<file path="config.mk">
export PLATFORM = sky130hd
export DESIGN_NAME = change_dispenser
export DESIGN_NICKNAME = d
export VERILOG_FILES = /design/src/rtl/vend_pkg.sv /design/src/rtl/vend_timer.sv /design/src/rtl/change_dispenser.sv
export SDC_FILE = /design/constraint.sdc
export NUM_CORES = 1
export LEC_CHECK = 0
export ABC_CLOCK_PERIOD_IN_PS = 1900
export CORE_UTILIZATION = 46
export CTS_CLUSTER_SIZE = 40
export DETAILED_ROUTE_END_ITERATION = 16
export PLACE_DENSITY = 0.8
export SKIP_CTS_REPAIR_TIMING = 1
export SLEW_MARGIN = 0
export SYNTH_ARGS = -nofsm -noshare
export SYNTH_HDL_FRONTEND = slang
export SYNTH_SLANG_ARGS = --single-unit
</file>
<file path="constraint.sdc">
create_clock -name clk -period 1.9 [get_ports clk]
set_input_delay 0.38 -clock clk [delete_from_list [all_inputs] [get_ports clk]]
set_output_delay 0.38 -clock clk [all_outputs]
set_load 0.05 [all_outputs]
</file>
<file path="src/rtl/vend_pkg.sv">
// Shared definitions for the vending datapath: credit width, coin
// denominations and the change-dispenser state encoding.
package vend_pkg;

  // Credit width shared with the vending controller.
  localparam int CREDIT_W = 4;

  // Coin denominations, in credit units.
  localparam int DENOM_HI = 2;
  localparam int DENOM_LO = 1;

  // Change-dispenser FSM state encoding.
  typedef enum logic [2:0] {
    ST_IDLE     = 3'd0,
    ST_SELECT   = 3'd1,
    ST_PULSE    = 3'd2,
    ST_WAIT_ACK = 3'd3,
    ST_GAP      = 3'd4,
    ST_DONE     = 3'd5,
    ST_FAULT    = 3'd6
  } disp_state_t;

  // Largest of three cycle counts, used to size a shared timer.
  function automatic int max3(input int a, input int b, input int c);
    int m;
    m = (a > b) ? a : b;
    return (m > c) ? m : c;
  endfunction

endpackage

</file>
<file path="src/rtl/vend_timer.sv">
// Loadable down-counter with a zero flag. A load takes priority over
// counting; the counter parks at zero until the next load.
module vend_timer #(
  parameter int W = 4
) (
  input  logic         clk,
  input  logic         rst,
  input  logic         i_load,
  input  logic [W-1:0] i_load_val,
  output logic         o_zero
);

  logic [W-1:0] r_count;

  // Load a new interval, otherwise count down and hold at zero.
  always_ff @(posedge clk or negedge rst) begin
    if (!rst) begin
      r_count <= '0;
    end else if (i_load) begin
      r_count <= i_load_val;
    end else if (r_count != '0) begin
      r_count <= r_count - 1'b1;
    end
  end

  assign o_zero = (r_count == '0);

endmodule

</file>
<file path="src/rtl/change_dispenser.sv">
// Change dispenser: returns a change amount using greedy selection of
// denomination-2 and denomination-1 coins, confirming each coin via the
// exit sensor and reporting done or a sticky fault.
module change_dispenser
  import vend_pkg::*;
#(
  parameter int CREDIT_W_P     = vend_pkg::CREDIT_W,
  parameter int PULSE_CYCLES   = 4,
  parameter int GAP_CYCLES     = 2,
  parameter int TIMEOUT_CYCLES = 16
) (
  input  logic                  clk,
  input  logic                  rst,
  input  logic                  i_change_valid,
  input  logic [CREDIT_W_P-1:0] i_change_amt,
  output logic                  o_change_ready,
  input  logic                  i_hopper2_empty,
  input  logic                  i_hopper1_empty,
  input  logic                  i_coin_sensed,
  input  logic                  i_clear_fault,
  output logic                  o_eject2,
  output logic                  o_eject1,
  output logic                  o_busy,
  output logic                  o_done,
  output logic                  o_fault,
  output logic [CREDIT_W_P-1:0] o_remaining
);

  // One timer serves PULSE, GAP and WAIT_ACK, so size it for the longest.
  localparam int MAX_CYC = max3(PULSE_CYCLES, GAP_CYCLES, TIMEOUT_CYCLES);
  localparam int TMR_W   = $clog2(MAX_CYC + 1);

  // Timer reload values: the timer reads zero on the last cycle of a phase.
  localparam logic [TMR_W-1:0] L_PULSE   = TMR_W'(PULSE_CYCLES - 1);
  localparam logic [TMR_W-1:0] L_GAP     = TMR_W'(GAP_CYCLES - 1);
  localparam logic [TMR_W-1:0] L_TIMEOUT = TMR_W'(TIMEOUT_CYCLES - 1);

  localparam logic [CREDIT_W_P-1:0] L_DENOM_HI = CREDIT_W_P'(DENOM_HI);
  localparam logic [CREDIT_W_P-1:0] L_DENOM_LO = CREDIT_W_P'(DENOM_LO);

  disp_state_t           r_state;
  disp_state_t           w_state_next;
  logic [CREDIT_W_P-1:0] r_remaining;
  logic [CREDIT_W_P-1:0] w_remaining_next;
  logic                  r_denom_hi;
  logic                  w_denom_hi_next;
  logic                  r_sensed;
  logic                  w_sensed_next;
  logic                  r_eject2;
  logic                  r_eject1;
  logic                  r_busy;
  logic                  r_done;
  logic                  r_fault;
  logic                  r_ready;
  logic [CREDIT_W_P-1:0] w_denom;
  logic                  w_tmr_load;
  logic [TMR_W-1:0]      w_tmr_val;
  logic                  w_tmr_zero;

  vend_timer #(
    .W (TMR_W)
  ) u_timer (
    .clk        (clk),
    .rst        (rst),
    .i_load     (w_tmr_load),
    .i_load_val (w_tmr_val),
    .o_zero     (w_tmr_zero)
  );

  assign w_denom = r_denom_hi ? L_DENOM_HI : L_DENOM_LO;

  // State register plus registered outputs derived from the next state.
  always_ff @(posedge clk or negedge rst) begin
    if (!rst) begin
      r_state     <= ST_IDLE;
      r_remaining <= '0;
      r_denom_hi  <= 1'b0;
      r_sensed    <= 1'b0;
      r_eject2    <= 1'b0;
      r_eject1    <= 1'b0;
      r_busy      <= 1'b0;
      r_done      <= 1'b0;
      r_fault     <= 1'b0;
      r_ready     <= 1'b1;
    end else begin
      r_state     <= w_state_next;
      r_remaining <= w_remaining_next;
      r_denom_hi  <= w_denom_hi_next;
      r_sensed    <= w_sensed_next;
      r_eject2    <= (w_state_next == ST_PULSE) && w_denom_hi_next;
      r_eject1    <= (w_state_next == ST_PULSE) && !w_denom_hi_next;
      r_busy      <= (w_state_next != ST_IDLE) && (w_state_next != ST_FAULT);
      r_done      <= (w_state_next == ST_DONE);
      r_fault     <= (w_state_next == ST_FAULT);
      r_ready     <= (w_state_next == ST_IDLE);
    end
  end

  // Next-state, coin accounting and timer control.
  always_comb begin
    w_state_next     = r_state;
    w_remaining_next = r_remaining;
    w_denom_hi_next  = r_denom_hi;
    w_sensed_next    = r_sensed;
    w_tmr_load       = 1'b0;
    w_tmr_val        = '0;
    case (r_state)
      ST_IDLE: begin
        if (i_change_valid) begin
          w_remaining_next = i_change_amt;
          w_state_next     = ST_SELECT;
        end
      end
      ST_SELECT: begin
        // Greedy: prefer the large coin, fall back to the small one.
        if (r_remaining == '0) begin
          w_state_next = ST_DONE;
        end else if ((r_remaining >= L_DENOM_HI) && !i_hopper2_empty) begin
          w_denom_hi_next = 1'b1;
          w_sensed_next   = 1'b0;
          w_tmr_load      = 1'b1;
          w_tmr_val       = L_PULSE;
          w_state_next    = ST_PULSE;
        end else if (!i_hopper1_empty) begin
          w_denom_hi_next = 1'b0;
          w_sensed_next   = 1'b0;
          w_tmr_load      = 1'b1;
          w_tmr_val       = L_PULSE;
          w_state_next    = ST_PULSE;
        end else begin
          w_state_next = ST_FAULT;
        end
      end
      ST_PULSE: begin
        // An early sense is remembered; the pulse always runs full length.
        if (i_coin_sensed) begin
          w_sensed_next = 1'b1;
        end
        if (w_tmr_zero) begin
          w_tmr_load = 1'b1;
          if (r_sensed || i_coin_sensed) begin
            w_remaining_next = r_remaining - w_denom;
            w_tmr_val        = L_GAP;
            w_state_next     = ST_GAP;
          end else begin
            w_tmr_val    = L_TIMEOUT;
            w_state_next = ST_WAIT_ACK;
          end
        end
      end
      ST_WAIT_ACK: begin
        // A sense on the expiry cycle still counts as a coin.
        if (i_coin_sensed) begin
          w_remaining_next = r_remaining - w_denom;
          w_tmr_load       = 1'b1;
          w_tmr_val        = L_GAP;
          w_state_next     = ST_GAP;
        end else if (w_tmr_zero) begin
          w_state_next = ST_FAULT;
        end
      end
      ST_GAP: begin
        if (w_tmr_zero) begin
          w_state_next = ST_SELECT;
        end
      end
      ST_DONE: begin
        w_state_next = ST_IDLE;
      end
      ST_FAULT: begin
        // Remaining holds the shortfall until the operator acknowledges.
        if (i_clear_fault) begin
          w_remaining_next = '0;
          w_state_next     = ST_IDLE;
        end
      end
      default: begin
        w_remaining_next = '0;
        w_state_next     = ST_IDLE;
      end
    endcase
  end

  assign o_change_ready = r_ready;
  assign o_eject2       = r_eject2;
  assign o_eject1       = r_eject1;
  assign o_busy         = r_busy;
  assign o_done         = r_done;
  assign o_fault        = r_fault;
  assign o_remaining    = r_remaining;

endmodule

</file>
==> out/qor.txt <==
Crit Path Class = register to register
Worst EP required = 2120 ps
Post-synth EDFFs = 0
actual slew at the worst max-slew pin = 499 ps
DR vias/cell = 5.65
DR WL/cell = 15.3 microns
Final Wtd Congestion = 0.822
starting density of the core = 48.6%
# placed instances = 188
max-slew violations = 0
syn avg cell area = 9.47 sq um
mux cell area share after synthesis = 2.62%
clk_lat worst skew = 310 ps
GR Util All Layers = 22.6%
max-cap violation count = 0
vias post-DR = 1097
Fin Clk Skew = 1.27 ps
Top Ports = 21
Compound-Gate Fraction of Synth Area = 17.9%
CTS tree = yes
Die Area = 0.00280 sq mm
Die Y = 52.9 microns
failing checks = setup timing
worst hold slack = 391 ps
ys flop type = dfrtp_1
adder-cell share of the synthesized area = 5.87%
core area = 0.00245 sq mm
hpwl dp = 2090 microns
post-synthesis xor/xnor area fraction = 1.47%
Final Worst Setup Slack = -102 ps
Biggest register = u_timer.r_count
CTS buffer count = 3
Synth Register Bits = 20
Syn. warnings = 0
Leak = 0.000770 uW
Die Wd = 52.9 microns
H-tree depth = 1
Worst Setup End Kind = register
pin count of the biggest net entering global routing = 21
Syn Nets = 142
clock slew at reported path FFs = 110 ps
first-pass GRT wire length = 4590 microns
Area growth syn-to-layout = 39.5%
most common cell after layout, fill and taps aside = buf_4
main combinational cell family by area after synthesis = simple AND/OR/NAND/NOR gates
Synth area leader = dfrtp_1
Setup Viol. Count Final = 5
DRT Wirelength = 2960 microns
Hold WC Path Type = input port to asynchronous set/reset pin
ys async rst share = 100%
vias in the first global route = 1013
grt total ovfl = 0
RSZ-0062 raised after global routing = yes
Synth top area share = 39.8%
Fin. Hold Viols = 0
fmax = 0.500 GHz
Pre-antenna DRT Iters = 4
CP Max Fanout = 6
Unique masters post-synth = 42
buffers added on ports = 20
Worst setup SP type = register
Cell Area, Synth = 0.00119 sq mm
period utilization = 105%
status = complete, but fails checks
Syn Inst Count = 126
layout cells sized above 1 = 32.3%
Non-Filler Instances = 194
max reg flops = 5
Place WS = -149 ps
ANT cells = 0
most frequent cells in the layout = buf_4 (23), dfrtp_1 (15), clkdlybuf4s50_1 (14), nand2_1 (12)
worst-case clock buffer depth = 2
sequential share of the synthesized area = 42.0%
CP Data Arrival Time = 2220 ps
Detailed Route Iter0 Violations = 37
VDD IR max = 1.35 mV
row count = 18
Synth area leaders = dfrtp_1 (40%), ha_1 (4.2%), nand2_1 (3.8%), inv_1 (3.5%), nor2_1 (3.1%)
total power = 3160 uW
DRC = 0
Final min period = 2000 ps
clock sink count = 20
Post-layout nets = 181
Post-DRT Antenna Nets = 0
Rel. slew slack = 66.6%
initial antenna violation count = 0
area share of and/or/nand/nor cells after synthesis = 24.9%
Power per Cell Area = 1900 mW/mm^2
root buf cell = clkbuf_4
stage by stage:
| step | cell area (sq um) | TNS, ps | utilization (%) |
|---|---|---|---|
| finish | 1670 | -399 | 67.8 |
| global route | 1670 | -1230 | 67.8 |
| CTS | 1560 | -319 | 63.6 |
| detailed placement | 1530 | -591 | 62.5 |
| global placement | 1530 | -180 | 62.5 |
| floorplan | 1200 | 0 | - |
synth_stat cells, types with 3 or more instances:
cell type  instances
o21ai_0            3
nor2_1            10
nand2_1           12
nor3_1             6
a21oi_1            6
nor2b_1            5
o22ai_1            3
inv_1             11
dfrtp_1           19
clkbuf_1           4
ha_1               4
o31ai_1            3
per-layer routing:
metal	global-route usage (%)	part of all wire [%]	vias to the layer above
met2	37.8	50	40
met4	6.58	1.9	0
met5	0	0	-
met1	30.5	43	522
met3	2.59	4.5	8
li1	-	-	527
cell type report:
type                            count  area (sq um)
Tap cell                           30          37.5
Multi-Input combinational cell     90           716
Inverter                           11          41.3
Fill cell                         172           790
Timing Repair Buffer               39           338
Sequential cell                    20           507
Clock buffer                        4          26.3
logic make-up (layout without fill, tap and decap cells):
group / after synthesis / in the layout
buffers and inverters: 16 / 54
AND/OR/NAND/NOR: 49 / 49
adder cells (fa/ha/maj): 5 / 5
flip-flops: 20 / 20
XOR/XNOR: 2 / 2
multiplexers: 3 / 3
AO/OA/AOI/OAI: 31 / 31
worst max-delay path, stage by stage, from the launching register on:
cell and delay [ps]:
dfrtp_1 410, inv_2 90, ha_4 150, nor4b_4 390, o22ai_2 170, a221o_1 390
nor2b_4 150, and3_4 170
power by group:
part / total (uW) / internal (uW) / switching [uW]
logic: 2140 / 959 / 1180
clock network: 220 / 82.2 / 137
registers: 801 / 633 / 168
total: 3160 / 1670 / 1480
final timing paths:
kind / startpoint / endpoint / slack [ps] / depth (start not counted)
setup / recovery: u_timer.r_count[1] / o_eject1 / -100 / 7
hold / removal: rst / u_timer.r_count[4] / 390 / 2
setup reg to reg: u_timer.r_count[1] / o_eject1 / -100 / 7
hold reg to reg: r_denom_hi / r_denom_hi / 560 / 2
max in group asynchronous: rst / o_change_ready / 1240 / 2
min in group clk: r_denom_hi / r_denom_hi / 560 / 2
Power figures use the tool's default switching activity.
